`src/rtl/mash_pkg.sv`:
```
// Shared constants and the MASH 1-1-1 noise-cancellation recombiner.
// Every module of the receive-side reconstruction path imports these.
package mash_pkg;

    localparam int C_MOD_WIDTH = 4;
    localparam int C_NC_DEPTH  = 2;
    localparam int C_MOD_MIN   = -3;
    localparam int C_MOD_MAX   = 4;

    typedef logic [C_MOD_WIDTH-1:0] mod_t;

    // History vectors: bit 0 is sample n-1, bit 1 is sample n-2.
    // y = q1[n-2] + q2[n-1] - q2[n-2] + q3[n] - 2*q3[n-1] + q3[n-2]
    function automatic mod_t mash_recombine(
        input logic [C_NC_DEPTH-1:0] q1_hist,
        input logic [C_NC_DEPTH-1:0] q2_hist,
        input logic [C_NC_DEPTH-1:0] q3_hist,
        input logic                  q3_now
    );
        mod_t y;
        y = mod_t'(q1_hist[1])
          + mod_t'(q2_hist[0]) - mod_t'(q2_hist[1])
          + mod_t'(q3_now) - mod_t'({q3_hist[0], 1'b0}) + mod_t'(q3_hist[1]);
        return y;
    endfunction

endpackage

```
`src/rtl/mash_avg_window.sv`:
```
// Windowed accumulator: sums exactly 2^P_AVG_LOG2 valid signed samples and
// publishes the total with a one-cycle valid pulse.
module mash_avg_window #(
    parameter int P_AVG_LOG2 = 6,
    parameter int P_IN_W     = 4
) (
    input  logic                    i_clk,
    input  logic                    i_rst_n,
    input  logic                    i_valid,
    input  logic [P_IN_W-1:0]       i_data,
    output logic [P_AVG_LOG2+3:0]   o_avg_data,
    output logic                    o_avg_valid
);

    localparam int C_ACC_W = P_AVG_LOG2 + 4;

    logic [P_AVG_LOG2-1:0] r_cnt;
    logic [C_ACC_W-1:0]    r_acc;
    logic [C_ACC_W-1:0]    r_avg_data;
    logic                  r_avg_valid;
    logic [C_ACC_W-1:0]    w_ext;
    logic [C_ACC_W-1:0]    w_sum;

    always_comb begin
        w_ext = {{(C_ACC_W-P_IN_W){i_data[P_IN_W-1]}}, i_data};
        w_sum = r_acc + w_ext;
    end

    always_ff @(posedge i_clk or negedge i_rst_n) begin
        if (!i_rst_n) begin
            r_cnt       <= '0;
            r_acc       <= '0;
            r_avg_data  <= '0;
            r_avg_valid <= 1'b0;
        end else begin
            r_avg_valid <= 1'b0;
            if (i_valid) begin
                if (r_cnt == '1) begin
                    r_avg_data  <= w_sum;
                    r_avg_valid <= 1'b1;
                    r_acc       <= '0;
                    r_cnt       <= '0;
                end else begin
                    r_acc <= w_sum;
                    r_cnt <= r_cnt + 1'b1;
                end
            end
        end
    end

    assign o_avg_data  = r_avg_data;
    assign o_avg_valid = r_avg_valid;

endmodule

```
`src/rtl/mash_noise_cancel.sv`:
```
// MASH 1-1-1 receive-side recombiner: noise-cancellation network on the
// three quantizer bit streams followed by a windowed mean recovery.
module mash_noise_cancel
    import mash_pkg::*;
#(
    parameter int P_AVG_LOG2 = 6
) (
    input  logic                  i_clk,
    input  logic                  i_rst_n,
    input  logic                  i_en,
    input  logic                  i_quantize1,
    input  logic                  i_quantize2,
    input  logic                  i_quantize3,
    output logic [3:0]            o_mod_data,
    output logic                  o_mod_valid,
    output logic [P_AVG_LOG2+3:0] o_avg_data,
    output logic                  o_avg_valid
);

    logic [C_NC_DEPTH-1:0]  r_q1_hist;
    logic [C_NC_DEPTH-1:0]  r_q2_hist;
    logic [C_NC_DEPTH-1:0]  r_q3_hist;
    logic [1:0]             r_fill;
    logic [C_MOD_WIDTH-1:0] r_mod_data;
    logic                   r_mod_valid;
    logic [C_MOD_WIDTH-1:0] w_y;

    always_comb begin
        w_y = mash_recombine(r_q1_hist, r_q2_hist, r_q3_hist, i_quantize3);
    end

    always_ff @(posedge i_clk or negedge i_rst_n) begin
        if (!i_rst_n) begin
            r_q1_hist   <= '0;
            r_q2_hist   <= '0;
            r_q3_hist   <= '0;
            r_fill      <= '0;
            r_mod_data  <= '0;
            r_mod_valid <= 1'b0;
        end else if (i_en) begin
            r_q1_hist   <= {r_q1_hist[0], i_quantize1};
            r_q2_hist   <= {r_q2_hist[0], i_quantize2};
            r_q3_hist   <= {r_q3_hist[0], i_quantize3};
            r_fill      <= (r_fill == 2'd3) ? r_fill : r_fill + 2'd1;
            r_mod_data  <= w_y;
            // Fill count 2 or 3 means both history taps already hold real samples.
            r_mod_valid <= r_fill[1];
        end else begin
            r_mod_valid <= 1'b0;
        end
    end

    assign o_mod_data  = r_mod_data;
    assign o_mod_valid = r_mod_valid;

    mash_avg_window #(
        .P_AVG_LOG2 (P_AVG_LOG2),
        .P_IN_W     (C_MOD_WIDTH)
    ) u_avg_window (
        .i_clk       (i_clk),
        .i_rst_n     (i_rst_n),
        .i_valid     (r_mod_valid),
        .i_data      (r_mod_data),
        .o_avg_data  (o_avg_data),
        .o_avg_valid (o_avg_valid)
    );

    a_mod_range : assert property (@(posedge i_clk) disable iff (!i_rst_n)
        r_mod_valid |-> ($signed(r_mod_data) >= C_MOD_MIN && $signed(r_mod_data) <= C_MOD_MAX));

endmodule

```
`config.mk`:
```
export PLATFORM = sky130hd
export DESIGN_NAME = mash_noise_cancel
export DESIGN_NICKNAME = d
export VERILOG_FILES = /design/src/rtl/mash_pkg.sv /design/src/rtl/mash_avg_window.sv /design/src/rtl/mash_noise_cancel.sv
export SDC_FILE = /design/constraint.sdc
export NUM_CORES = 1
export LEC_CHECK = 0
export BUFFER_PORTS_ARGS = -buffer_cell sky130_fd_sc_hd__clkbuf_2
export CAP_MARGIN = 30
export CORE_UTILIZATION = 55
export CTS_CLUSTER_DIAMETER = 100
export DETAILED_ROUTE_END_ITERATION = 10
export HOLD_SLACK_MARGIN = 0.06
export PLACE_DENSITY = 0.78
export SETUP_SLACK_MARGIN = 0.5
export SLEW_MARGIN = 30
export SYNTH_ARGS = -nofsm -noshare
export SYNTH_HDL_FRONTEND = slang
export SYNTH_SLANG_ARGS = --single-unit
```
`constraint.sdc`:
```
create_clock -name i_clk -period 2.4 [get_ports i_clk]
set_input_delay 0 -clock i_clk [delete_from_list [all_inputs] [get_ports i_clk]]
set_output_delay 0 -clock i_clk [all_outputs]
set_load 0.02 [all_outputs]
```
==> summary.md <==
| Metric | Value |
|---|---|
| Status | `complete, no violations` |
| First-pass GRT wire length | `7800 µm` |
| Vias | `1668` |
| Reg2reg end | `o_mod_data[2]$_DFFE_PN0P_` |
| GP Congestion | `0.790` |
| Hold_sp | `i_en` |
| Critical-path cell list | `inv_2 > ha_4 > inv_2 > ha_4 > fa_1 > ha_2 > xnor2_2 > mux2_4` |
| Initial Util | `58.0%` |
| Final WS setup | `0.283 ns` |
| YS warnings | `0` |
| Row cnt | `22` |
| Slew Viols, Final | `0` |
| Leak Pwr | `1.36 nW` |
| Largest net degree at the start of global routing | `25` |
| Reg-to-reg critical path startpoint | `r_q2_hist[0]$_DFFE_PN0P_` |
| Cell accounting for the most synthesized area | `dfrtp_1` |
| CTS Buf Count | `5` |
| Peak Freq | `0.472 GHz` |
| Final Cycle Share | `88.2%` |
| Setup Slack @ Placement | `0.223 ns` |
| Required @ worst endpoint | `2.58 ns` |
| Die Wd | `64.4 µm` |
| Global Route Usage Sum | `25.3%` |
| First DRT Iteration DRCs | `78` |
| Largest family of logic cells by synthesized area | `compound AO/OA/AOI/OAI gates` |
| Root Buffer Master | `clkbuf_8` |
| WHS Path Cells | `2` |
| Grt total ovfl | `0` |
| First drt pass iteration count | `4` |
| Worst path slowest cell | `fa_1` |
| Final nets | `281` |
| Syn nets | `239` |
| Diodes inserted | `0` |
| Worst rel slew slack | `59.7%` |
| Post-synthesis compound-gate area fraction | `14.3%` |
| Post-synth EDFFs | `0` |
| Crit path capture type | `register` |
| Top-count cell post-synth | `dfrtp_1` |
| Clk_lat worst skew | `0.30 ns` |
| Worst hold endpoint | `o_mod_data[0]$_DFFE_PN0P_` |
| Crit-path leading delay family | `adder cells` |
| Distinct cells, synth | `34` |
| Syn Area/Cell | `10.0 µm²` |
| Register area share after synthesis | `46.8%` |
| Wire length per cell | `16.0 µm` |
| Worst hold path type | `in -> reg` |
| Setup Total Neg Slack | `0 ns` |
| Max Cap Viol | `0` |
| PwrDens | `1270 mW/mm²` |
| Bufs and invs on worst path | `2` |
| Drt drc | `0` |
| H-tree levels | `2` |
| Crit path kind | `reg -> reg` |
| Ys async rst share | `100%` |
| CTS tree | `yes` |
| Post-Synth XOR/XNOR Area | `4.09%` |
| Die height | `64.4 µm` |
| FF-to-FF setup slack | `0.28 ns` |
| Mux cell area share after synthesis | `4.80%` |
| Port bufs | `21` |
| Core area | `0.00369 mm²` |
| Ys flop type | `dfrtp_1` |
| Post-Synth Adder-Cell Area | `12.7%` |
| Max Fanout on Critical Path | `2` |
| CP peak stage delay | `0.50 ns` |
| Total power | `3.57 mW` |
| Largest vdd supply drop | `0.000823 V` |
| Arrival time worst endpoint | `2.29 ns` |
| Synth top area share | `46.8%` |
| Post-DRT Antenna Nets | `0` |
| Fillers | `254` |
| Area Growth Syn to Fin | `31.2%` |
| Placed instance count | `280` |
| Bufs on Longest Clock Path | `2` |
| Gate Count Post-Synth | `213` |
| Worst-margin pin slew | `0.604 ns` |
| Hpwl dp | `3130 µm` |
| Total wire length | `4860 µm` |
| RSZ-0062 raised after global routing | `yes` |
| Fin cells | `304` |
| Synth Cell Area | `0.00214 mm²` |
| Final min period | `2.12 ns` |
| Final setup violation count | `0` |
| Layout cells sized above 1 | `34.0%` |
| Clk sinks | `40` |
| R2R depth | `8` |
| Final Hold Vio Count | `0` |
| Top cells by count, synth | `40 x dfrtp_1, 27 x inv_1, 23 x nand2_1, 17 x ha_1, 11 x o21ai_0` |
| # IOs | `22` |
| Fraction of the mapped netlist area in simple logic gates | `11.6%` |
| Full die area | `0.00414 mm²` |
| #FFs+latches synth | `40` |
| Synth top area cells | `dfrtp_1 47%, ha_1 9.9%, inv_1 4.7%` |
| Clock transition at path regs | `0.08 ns` |
| Number of global-route vias before repair | `1667` |
| Crit path launch type | `register` |
| Vias/cell | `5.49` |
| Final Skew | `0.00907 ns` |
| Initial antenna violation count | `0` |
[cells by family (layout without fill, tap and decap cells)]
| family | count (synthesis) | after routing |
|---|---|---|
| multiplexers | 9 | 9 |
| AND/OR/NAND/NOR | 54 | 54 |
| AO/OA/AOI/OAI | 48 | 48 |
| adder cells (fa/ha/maj) | 20 | 20 |
| buffers and inverters | 32 | 75 |
| XOR/XNOR | 10 | 10 |
| flip-flops | 40 | 40 |
[cells in the final DEF, fill, tap and decap left out, types with 3 or more instances in the layout]
cell,instances
ha_1,4
inv_1,23
nand2_1,23
mux2_2,5
a21oi_2,3
dlygate4sd3_1,4
o21ai_1,6
ha_4,12
a21oi_1,3
nand3_1,6
nand2b_1,3
inv_2,4
o21ai_0,10
o22ai_1,5
nor2_1,9
and3_1,4
clkbuf_8,5
a21o_1,6
dfrtp_1,38
buf_4,15
clkbuf_2,21
nand4_1,3
o21ai_2,5
xor2_1,3
xnor2_1,5
[sequential cells by signal, summed over array words and instances (netlist names)]
register                  count
o_mod_data                    4
r_q2_hist                     2
u_avg_window.r_cnt            6
r_q1_hist                     2
r_q3_hist                     2
u_avg_window.r_acc           10
r_fill                        2
o_mod_valid                   1
u_avg_window.o_avg_data      10
u_avg_window.o_avg_valid      1
[through the flow]
step | hold slack, ns | instance area (µm²) | utilization [%]
floorplan | -0.296 | 2250 | -
global placement | 0.0314 | 2420 | 65.5
detailed placement | 0.0333 | 2420 | 65.5
CTS | 0.136 | 2730 | 73.9
global route | 0.170 | 2810 | 76.1
finish | 0.140 | 2810 | 76.1
[worst max-delay path by stage]
stage                                 to                      from  cells past startpoint
3_3_place_gp   o_mod_data[2]$_DFFE_PN0P_  r_q2_hist[1]$_DFFE_PN0P_                     10
6_report       o_mod_data[2]$_DFFE_PN0P_  r_q2_hist[0]$_DFFE_PN0P_                      8
5_1_grt        o_mod_data[2]$_DFFE_PN0P_  r_q2_hist[0]$_DFFE_PN0P_                     11
4_1_cts        o_mod_data[2]$_DFFE_PN0P_  r_q2_hist[1]$_DFFE_PN0P_                      7
3_5_place_dp   o_mod_data[2]$_DFFE_PN0P_  r_q2_hist[0]$_DFFE_PN0P_                     11
2_1_floorplan  o_mod_data[2]$_DFFE_PN0P_  r_q2_hist[1]$_DFFE_PN0P_                     10
[where the power goes]
part / leakage [nW] / switching, mW / internal [mW]
logic: 0.787 / 0.939 / 0.912
registers: 0.508 / 0.198 / 0.868
clock network: 0.0654 / 0.236 / 0.416
[routing by layer]
layer	part of all wire (%)	GRT usage (%)
met1	42	30.9
met5	0	0
met3	3.1	5.36
met2	54	45.0
met4	1.2	6.67
[final cells by class]
cell class | instances | area, µm² | area share, %
Timing Repair Buffer | 40 | 258 | 9.18
Clock buffer | 6 | 72.6 | 2.59
Inverter | 27 | 101 | 3.61
Sequential cell | 40 | 1010 | 35.8
Multi-Input combinational cell | 141 | 1250 | 44.5
Clock inverter | 2 | 60.1 | 2.14
Tap cell | 48 | 60.1 | 2.14
[repair_timing]
action,4_1_cts,5_1_grt
buffers inserted,6,6
hold endpoints to repair,26,0
hold buffers,4,0
endpoints found under the setup margin,11,13
pin swaps,13,14
gates resized for setup,17,6
(Power assumes the default switching activity.)
